## config.mk

```make
export PLATFORM = sky130hd
export DESIGN_NAME = gaussian_weight_streamer
export DESIGN_NICKNAME = d
export VERILOG_FILES = /design/src/rtl/gaussian_weight_streamer.sv
export SDC_FILE = /design/constraint.sdc
export NUM_CORES = 1
export LEC_CHECK = 0
export ABC_AREA = 1
export BUFFER_PORTS_ARGS = -buffer_cell sky130_fd_sc_hd__buf_2
export CORE_AREA = 2 2 644 646
export DETAILED_ROUTE_END_ITERATION = 12
export DIE_AREA = 0 0 646 648
export GPL_ROUTABILITY_DRIVEN = 0
export HOLD_SLACK_MARGIN = 0.12
export PLACE_DENSITY = 0.3
export SLEW_MARGIN = 25
export SYNTH_ARGS = -nofsm -noshare
export SYNTH_HDL_FRONTEND = slang
export SYNTH_SLANG_ARGS = --single-unit
export TNS_END_PERCENT = 30
```

## constraint.sdc

```tcl
create_clock -name clk -period 5.3 [get_ports clk]
set_input_delay 0 -clock clk [delete_from_list [all_inputs] [get_ports clk]]
set_output_delay 0 -clock clk [all_outputs]
set_load 0.02 [all_outputs]
```

## src/rtl/gaussian_weight_streamer.sv

```systemverilog
// Streams the constant Gaussian kernel weights, one beat per valid/ready handshake,
// tagging each beat with its tap index and (row, col) inside the KW x KW window.
module gaussian_weight_streamer #(
  parameter int KW    = 7,
  parameter int DW    = 32,
  parameter int CNT_W = 16
) (
  input  logic             clk,
  input  logic             rst,
  input  logic [DW-1:0]    weights_in [KW*KW-1:0],
  input  logic             start,
  input  logic             abort,
  output logic             m_valid,
  input  logic             m_ready,
  output logic [DW-1:0]    m_weight,
  output logic [5:0]       m_idx,
  output logic [2:0]       m_row,
  output logic [2:0]       m_col,
  output logic             m_last,
  output logic             busy,
  output logic             done,
  output logic [CNT_W-1:0] pass_cnt
);

  localparam int         N_TAPS   = KW * KW;
  localparam logic [5:0] LAST_IDX = 6'(N_TAPS - 1);
  localparam logic [2:0] LAST_COL = 3'(KW - 1);

  typedef enum logic [1:0] {S_IDLE, S_STREAM, S_DONE} state_t;

  state_t           state_q, state_d;
  logic             valid_q, valid_d;
  logic [DW-1:0]    weight_q, weight_d;
  logic [5:0]       idx_q, idx_d;
  logic [2:0]       row_q, row_d;
  logic [2:0]       col_q, col_d;
  logic             last_q, last_d;
  logic             busy_q, busy_d;
  logic             done_q, done_d;
  logic [CNT_W-1:0] cnt_q, cnt_d;
  logic [5:0]       idx_nxt;

  assign idx_nxt = idx_q + 6'd1;

  always_ff @(posedge clk or posedge rst) begin
    if (rst) begin
      state_q  <= S_IDLE;
      valid_q  <= 1'b0;
      weight_q <= '0;
      idx_q    <= '0;
      row_q    <= '0;
      col_q    <= '0;
      last_q   <= 1'b0;
      busy_q   <= 1'b0;
      done_q   <= 1'b0;
      cnt_q    <= '0;
    end else begin
      state_q  <= state_d;
      valid_q  <= valid_d;
      weight_q <= weight_d;
      idx_q    <= idx_d;
      row_q    <= row_d;
      col_q    <= col_d;
      last_q   <= last_d;
      busy_q   <= busy_d;
      done_q   <= done_d;
      cnt_q    <= cnt_d;
    end
  end

  always_comb begin
    state_d  = state_q;
    valid_d  = valid_q;
    weight_d = weight_q;
    idx_d    = idx_q;
    row_d    = row_q;
    col_d    = col_q;
    last_d   = last_q;
    busy_d   = busy_q;
    done_d   = 1'b0;
    cnt_d    = cnt_q;
    case (state_q)
      S_IDLE, S_DONE: begin
        // DONE accepts start exactly like IDLE so back-to-back passes need no extra bubble.
        if (start && !abort) begin
          state_d  = S_STREAM;
          valid_d  = 1'b1;
          busy_d   = 1'b1;
          idx_d    = '0;
          row_d    = '0;
          col_d    = '0;
          weight_d = weights_in[0];
          last_d   = (N_TAPS == 1);
        end else begin
          state_d = S_IDLE;
        end
      end
      S_STREAM: begin
        if (abort) begin
          state_d = S_IDLE;
          valid_d = 1'b0;
          busy_d  = 1'b0;
          last_d  = 1'b0;
          idx_d   = '0;
          row_d   = '0;
          col_d   = '0;
        end else if (m_ready) begin
          if (idx_q == LAST_IDX) begin
            state_d = S_DONE;
            valid_d = 1'b0;
            busy_d  = 1'b0;
            last_d  = 1'b0;
            done_d  = 1'b1;
            cnt_d   = cnt_q + CNT_W'(1);
          end else begin
            idx_d    = idx_nxt;
            weight_d = weights_in[idx_nxt];
            last_d   = (idx_nxt == LAST_IDX);
            if (col_q == LAST_COL) begin
              col_d = '0;
              row_d = row_q + 3'd1;
            end else begin
              col_d = col_q + 3'd1;
            end
          end
        end
      end
      default: state_d = S_IDLE;
    endcase
  end

  assign m_valid  = valid_q;
  assign m_weight = weight_q;
  assign m_idx    = idx_q;
  assign m_row    = row_q;
  assign m_col    = col_q;
  assign m_last   = last_q;
  assign busy     = busy_q;
  assign done     = done_q;
  assign pass_cnt = cnt_q;

endmodule
```

==> results of run 1 <==
## metal layers
| metal | track usage | vias up | routed length (um) |
|---|---|---|---|
| met2 | 0.3058 | 1485 | 183200 |
| met4 | 0.02552 | 94 | 7079 |
| met1 | 0.1628 | 17190 | 124700 |
| met5 | 0 | - | 594 |
| met3 | 0.02122 | 502 | 13360 |
| li1 | - | 17760 | - |
## worst register-to-register path: cells and delay by family, from the launching register on
family / cells / cell delay [ps]
fa+ha+maj: 1 / 340
buf+inv: 4 / 1960
flops: 1 / 610
simple gates: 8 / 1440
## flip-flops by register name (all words and copies together), names as in the netlist, 2 cells and up
signal / count
m_col: 3
m_idx: 6
m_row: 3
m_weight: 32
pass_cnt: 16
state_q: 2
## final timing paths
check	to	slack (ps)	depth (start not counted)
setup / recovery	m_weight[20]	910	13
hold / removal	m_weight[3]	130	5
setup reg to reg	m_weight[20]	910	13
hold reg to reg	m_weight[0]	480	2
max in group asynchronous	m_idx[0]	3890	4
min in group asynchronous	pass_cnt[2]	170	3
## Yosys cell counts, types with 3 or more instances
cell type,instances
xor2_1,8
xnor2_1,8
o21ai_0,15
buf_2,142
nand3_1,1256
or2_2,186
nand4_1,7
clkbuf_1,171
nand2_1,1975
a21oi_1,34
o22ai_1,5
nor3_1,3
nor2_1,31
o211ai_1,31
inv_1,921
ha_1,5
dfrtp_1,65
buf_1,36
## cells by family (layout without fill, tap and decap cells)
family | Yosys count | in the layout | share of synthesized area
AND/OR/NAND/NOR | 3463 | 3463 | 0.6713
adder cells (fa/ha/maj) | 5 | 5 | 0.002785
AO/OA/AOI/OAI | 90 | 90 | 0.02434
buffers and inverters | 1276 | 2663 | 0.2215
flip-flops | 65 | 65 | 0.07241
other | 0 | 69 | 0
XOR/XNOR | 18 | 18 | 0.007687
## power groups by stage
stage | clock (mW) | sequential, mW | combinational [mW]
floorplan | 0 | 0.734 | 2.61
global placement | 0 | 0.776 | 6.12
detailed placement | 0 | 0.775 | 6.03
CTS | 0.798 | 0.766 | 6.06
global route | 0.799 | 0.752 | 6.34
finish | 0.752 | 0.739 | 5.70
## area by class of cell
class,instances,area (um^2)
fill,49940,374400
multi-input combinational,3576,15950
timing repair buffer,1722,9104
tap,5474,6849
inverter,925,3503
sequential,65,1630
clock buffer,9,225.2
antenna,69,172.7
clock inverter,7,95.09
## metrics by stage
| step | total power, mW | utilization | std cells | setup WS [ps] | hold slack, ps |
|---|---|---|---|---|---|
| after floorplan | 3.345 | - | 4917 | 2368 | 180.7 |
| final | 7.189 | 0.09110 | 11850 | 907.6 | 130.1 |
| after CTS | 7.626 | 0.09066 | 11780 | 509.9 | 132.7 |
| after global routing | 7.892 | 0.09091 | 11820 | 624.7 | 183.1 |
| after global placement | 6.894 | 0.08955 | 11750 | 748.3 | 92.31 |
| after detailed placement | 6.803 | 0.08957 | 11750 | 814.6 | 90.34 |
==> flow_summary.json, run 1 <==
{
  "dr.pass1.iters": 7,
  "floorplan.initialDensity": 0.05453,
  "synth_edf_count": 0,
  "clock-sinks": 65,
  "p_leak_nw": 20.78,
  "fin_nets": 7877,
  "crit_top_cell": "nand3_1",
  "ant_nets": 0,
  "critPathLaunchType": "flop",
  "overflow": 0,
  "portBuffers": 1636,
  "worstPathRequired_ps": 5660,
  "arrival_ps": 4750,
  "synth_area_um2": 22460,
  "synth_seq_area_share": 0.07241,
  "cts_tree": "built",
  "synth.distinct_cells": 31,
  "hold_path_class": "input pin to flop",
  "synth_nets": 6495,
  "clockPowerShare": 0.105,
  "postSynth.asyncResetShare": 1.000,
  "rsz0062_at_grt": "false",
  "swShare": 0.6335,
  "fin_crit_ps": 4392,
  "maxSlewHeadroom": 0.2779,
  "worst_pin_slew_ps": 1083,
  "criticalPathCategory": "flop to flop",
  "startpoint": "m_idx[0]",
  "clk_pin_slew_worst_paths_ps": 80,
  "coreArea_um2": 411900,
  "die-area_um2": 418600,
  "drcViolationCount": 0,
  "fmax_mhz": 227.7,
  "detail_route.wl_per_cell_um": 27.77,
  "placed_area_um2": 36890,
  "grt_pass1_wl_um": 405700,
  "crit_buf_inv": 4,
  "critPathCaptureType": "flop",
  "cts_resized": 0,
  "power_frac_comb": 0.793,
  "synth_top_cell_area_share": 0.3300,
  "cts_buffer_depth": 2,
  "ios": 1637,
  "htreeDepth": 3,
  "cp_slowest_cell": "dfrtp_4",
  "crit_family": "buffers and inverters",
  "yosysTopAreaCell": "nand2_1",
  "grt_max_degree": 160,
  "skew_ps": 20.10,
  "ir_drop_mv": 0.1778,
  "switching_power_mw": 4.554,
  "grt_usage": 0.1503,
  "syn_avg_cell_area_um2": 4.569,
  "antenna_found_initial": 307,
  "final_cell_mix": "1,972 x nand2_1, 1,636 x buf_2, 1,256 x nand3_1",
  "setup_viol": 0,
  "hold_violations": 0,
  "regToRegStartpoint": "m_idx[0]",
  "synth_cells": 4917,
  "status": "completed",
  "hp-start": "weights_in[3]",
  "final_cell_area_um2": 37520,
  "root_buffer": "clkbuf_16",
  "rows": 236,
  "cpPeakStageDelay_ps": 610,
  "cp_max_fo": 67,
  "drv.max_cap_violation_count": 0,
  "internal-power_mw": 2.634,
  "drive_above_1_share": 0.3066,
  "ys.flop_type": "dfrtp_1",
  "die_x_um": 646,
  "viasPerCell": 3.126,
  "wl_um": 329000,
  "ys_seq_elements": 65,
  "drv_slew": 0,
  "grt_pass1_vias": 37030,
  "post-cts-setup-buffers": 0,
  "place_hpwl_um": 288200,
  "finalCritPeriodShare": 0.8288,
  "vias": 37030,
  "drtIter0Drc": 2093,
  "numCtsBuffers": 9,
  "seqPwrFrac": 0.103,
  "synth_area_leaders": "nand2_1 33%, nand3_1 28%, inv_1 15%",
  "ys.warnings.count": 0,
  "die_y_um": 648,
  "cts_hold_buffers": 13,
  "worstSkewPairLatency_ps": 410,
  "path_cells": "inv_8 > ha_4 > inv_8 > buf_4 > nand3_1 > nand3_1 > nand3_1 > nand3_1 > nand3_1 > nand3_1 > nand2_1 > dlygate4sd3_1 > nand2_1",
  "powerDensity_nw_per_um2": 191.6,
  "syn_to_final_growth_pct": 67.04,
  "fin_tns_setup_ps": 0,
  "layout_commonest_cell": "nand2_1"
}
No activity file was read; power rests on OpenSTA's default activity.
==> inputs of run 2 (changes only) <==
- ABC_AREA: 1 -> 0
- CORE_AREA: 2 2 644 646 -> 2 2 637 639
- DIE_AREA: 0 0 646 648 -> 0 0 639 641
- clock period: 5.3 -> 4.6 ns (I/O delays scaled with it)
==> flow_summary.json, run 2 <==
{
  "status": "completed",
  "clock-sinks": 65,
  "floorplan.initialDensity": 0.03910,
  "grt_pass1_wl_um": 377500,
  "rsz0062_at_grt": "false",
  "synth_cells": 1717,
  "ff2ff_path_depth": 12,
  "drv_slew": 0,
  "p_leak_nw": 12.17,
  "hold_depth": 3,
  "fin_tns_setup_ps": 0,
  "critPathLaunchType": "flop",
  "setup_viol": 0,
  "hp-start": "weights_in[1542]",
  "synth_nets": 3295,
  "coreArea_um2": 402000,
  "reg2reg_to": "m_weight[0]",
  "fin_crit_ps": 4312,
  "die-area_um2": 409600,
  "fill_cells": 47240,
  "hold_path_class": "input pin to flop",
  "powerDensity_nw_per_um2": 185.8,
  "overflow": 0,
  "synth_seq_area_share": 0.1035,
  "viasPerCell": 3.014,
  "fin_nets": 4934,
  "critPathCaptureType": "flop",
  "root_buffer": "clkbuf_16",
  "ys_seq_elements": 65,
  "worstSkewPairLatency_ps": 430,
  "numCtsBuffers": 9,
  "ir_drop_mv": 0.1937,
  "clk_pin_slew_worst_paths_ps": 80,
  "synth_area_leaders": "mux4_2 37%, mux2i_1 12%, nand2_1 11%",
  "antenna_found_initial": 534,
  "drive_above_1_share": 0.6308,
  "syn_avg_cell_area_um2": 9.156,
  "total_power_mw": 6.055,
  "yosysTopAreaCell": "mux4_2",
  "fmax_mhz": 231.9,
  "final_cell_area_um2": 32590,
  "htreeDepth": 3,
  "grt_pass1_vias": 25760,
  "die_y_um": 641,
  "layout_commonest_cell": "buf_2",
  "ant_nets": 0,
  "detail_route.wl_per_cell_um": 36.85,
  "placed_area_um2": 31340,
  "wl_um": 324800,
  "place_hpwl_um": 301400,
  "synthTopCellsByCount": "461 x nand2_1, 260 x mux4_2, 189 x mux2i_1",
  "portBuffers": 1636,
  "drcViolationCount": 0,
  "postSynth.asyncResetShare": 1.000,
  "dp_cells": 8585,
  "largest_reg_flops": 32,
  "vias": 26560,
  "syn_to_final_growth_pct": 107.3,
  "drtIter0Drc": 2483,
  "grt_usage": 0.1513,
  "rows": 233,
  "worst_pin_slew_ps": 1051,
  "regToRegStartpoint": "m_idx[0]",
  "maxSlewHeadroom": 0.2991,
  "synth.distinct_cells": 49,
  "dr.pass1.iters": 6,
  "post-cts-setup-buffers": 0,
  "synth_top_cell_area_share": 0.3725,
  "synth_area_um2": 15720,
  "ios": 1637,
  "ys.flop_type": "dfrtp_1",
  "finalCritPeriodShare": 0.9373,
  "cts_tree": "built",
  "worst-r2r-setup-slack_ps": 290,
  "hold-path-endpoint": "m_weight[6]",
  "final_cells": 8814,
  "cp_max_fo": 45,
  "cts_buffer_depth": 2,
  "criticalPathCategory": "flop to flop",
  "grt_max_degree": 109,
  "final_cell_mix": "1,637 x buf_2, 460 x nand2_1, 260 x mux4_2",
  "skew_ps": 23.47,
  "yosysMostFrequentCell": "nand2_1",
  "die_x_um": 639,
  "hold_violations": 0,
  "ys.warnings.count": 0,
  "worstPathRequired_ps": 4890,
  "drv.max_cap_violation_count": 0,
  "whs_ps": 151.8,
  "arrival_ps": 4610,
  "synth_edf_count": 0
}
[run 2: through the flow]
step / worst slack [ps] / utilization
finish: 288.3 / 0.08106
global route: 7.924 / 0.08058
CTS: 75.24 / 0.07989
detailed placement: -20.08 / 0.07796
global placement: -727.7 / 0.07770
floorplan: 1533 / -
[run 2: cell families after synthesis]
kind of cell | after synthesis | share of synthesized area
xor gates and xnor gates | 23 | 0.01281
buffers and inverters | 204 | 0.05850
muxes | 450 | 0.4936
and+or+nand+nor | 620 | 0.1624
AOI/OAI and AO/OA | 350 | 0.1652
DFF | 65 | 0.1035
adders and majority gates | 5 | 0.003980
[run 2: timing repair]
item / CTS / global route
endpoints found under the hold margin: 63 / 0
endpoints found under the setup margin: 2 / 0
resized for setup: 2 / 0
hold buffers: 44 / 0
[run 2: how the worst max path moves through the flow]
stage / start / to / slack [ps] / cells past startpoint
6_report: m_idx[0] / m_weight[0] / 290 / 12
5_1_grt: m_idx[0] / m_weight[6] / 8 / 9
4_1_cts: m_idx[0] / m_weight[27] / 80 / 10
3_5_place_dp: m_idx[0] / m_weight[5] / -20 / 10
3_3_place_gp: m_idx[0] / m_weight[9] / -730 / 10
2_1_floorplan: m_idx[0] / m_weight[2] / 1530 / 12
[run 2: final cells by class]
| cell class | instances | area, um^2 | area share |
|---|---|---|---|
| antenna | 166 | 415.4 | 0.01275 |
| clock buffer | 9 | 225.2 | 0.006911 |
| clock inverter | 7 | 87.58 | 0.002688 |
| inverter | 8 | 32.53 | 0.0009983 |
| multi-input combinational | 1448 | 13600 | 0.4173 |
| sequential | 65 | 1630 | 0.05003 |
| tap | 5287 | 6615 | 0.2030 |
| timing repair buffer | 1824 | 9981 | 0.3063 |
[run 2: power breakdown]
group,internal (mW),switching (mW),total [mW]
clock,0.433,0.470,0.903
combinational,1.85,2.54,4.40
sequential,0.641,0.114,0.754
total,2.93,3.13,6.05
[run 2: per-layer routing]
| layer | track usage | routed length (um) |
|---|---|---|
| met1 | 0.1615 | 118000 |
| met2 | 0.2771 | 165400 |
| met3 | 0.05816 | 29430 |
| met4 | 0.03731 | 10790 |
| met5 | 0 | 1173 |
[run 2: critical path, cell delays in order, from the launching register on]
cell	delay, ps
dfrtp_4	430
buf_12	320
clkinv_1	240
ha_4	470
buf_12	260
buf_4	430
mux4_2	570
mux2i_1	170
buf_4	210
mux2i_1	90
o2111ai_1	200
a31oi_1	110
dlygate4sd3_1	580
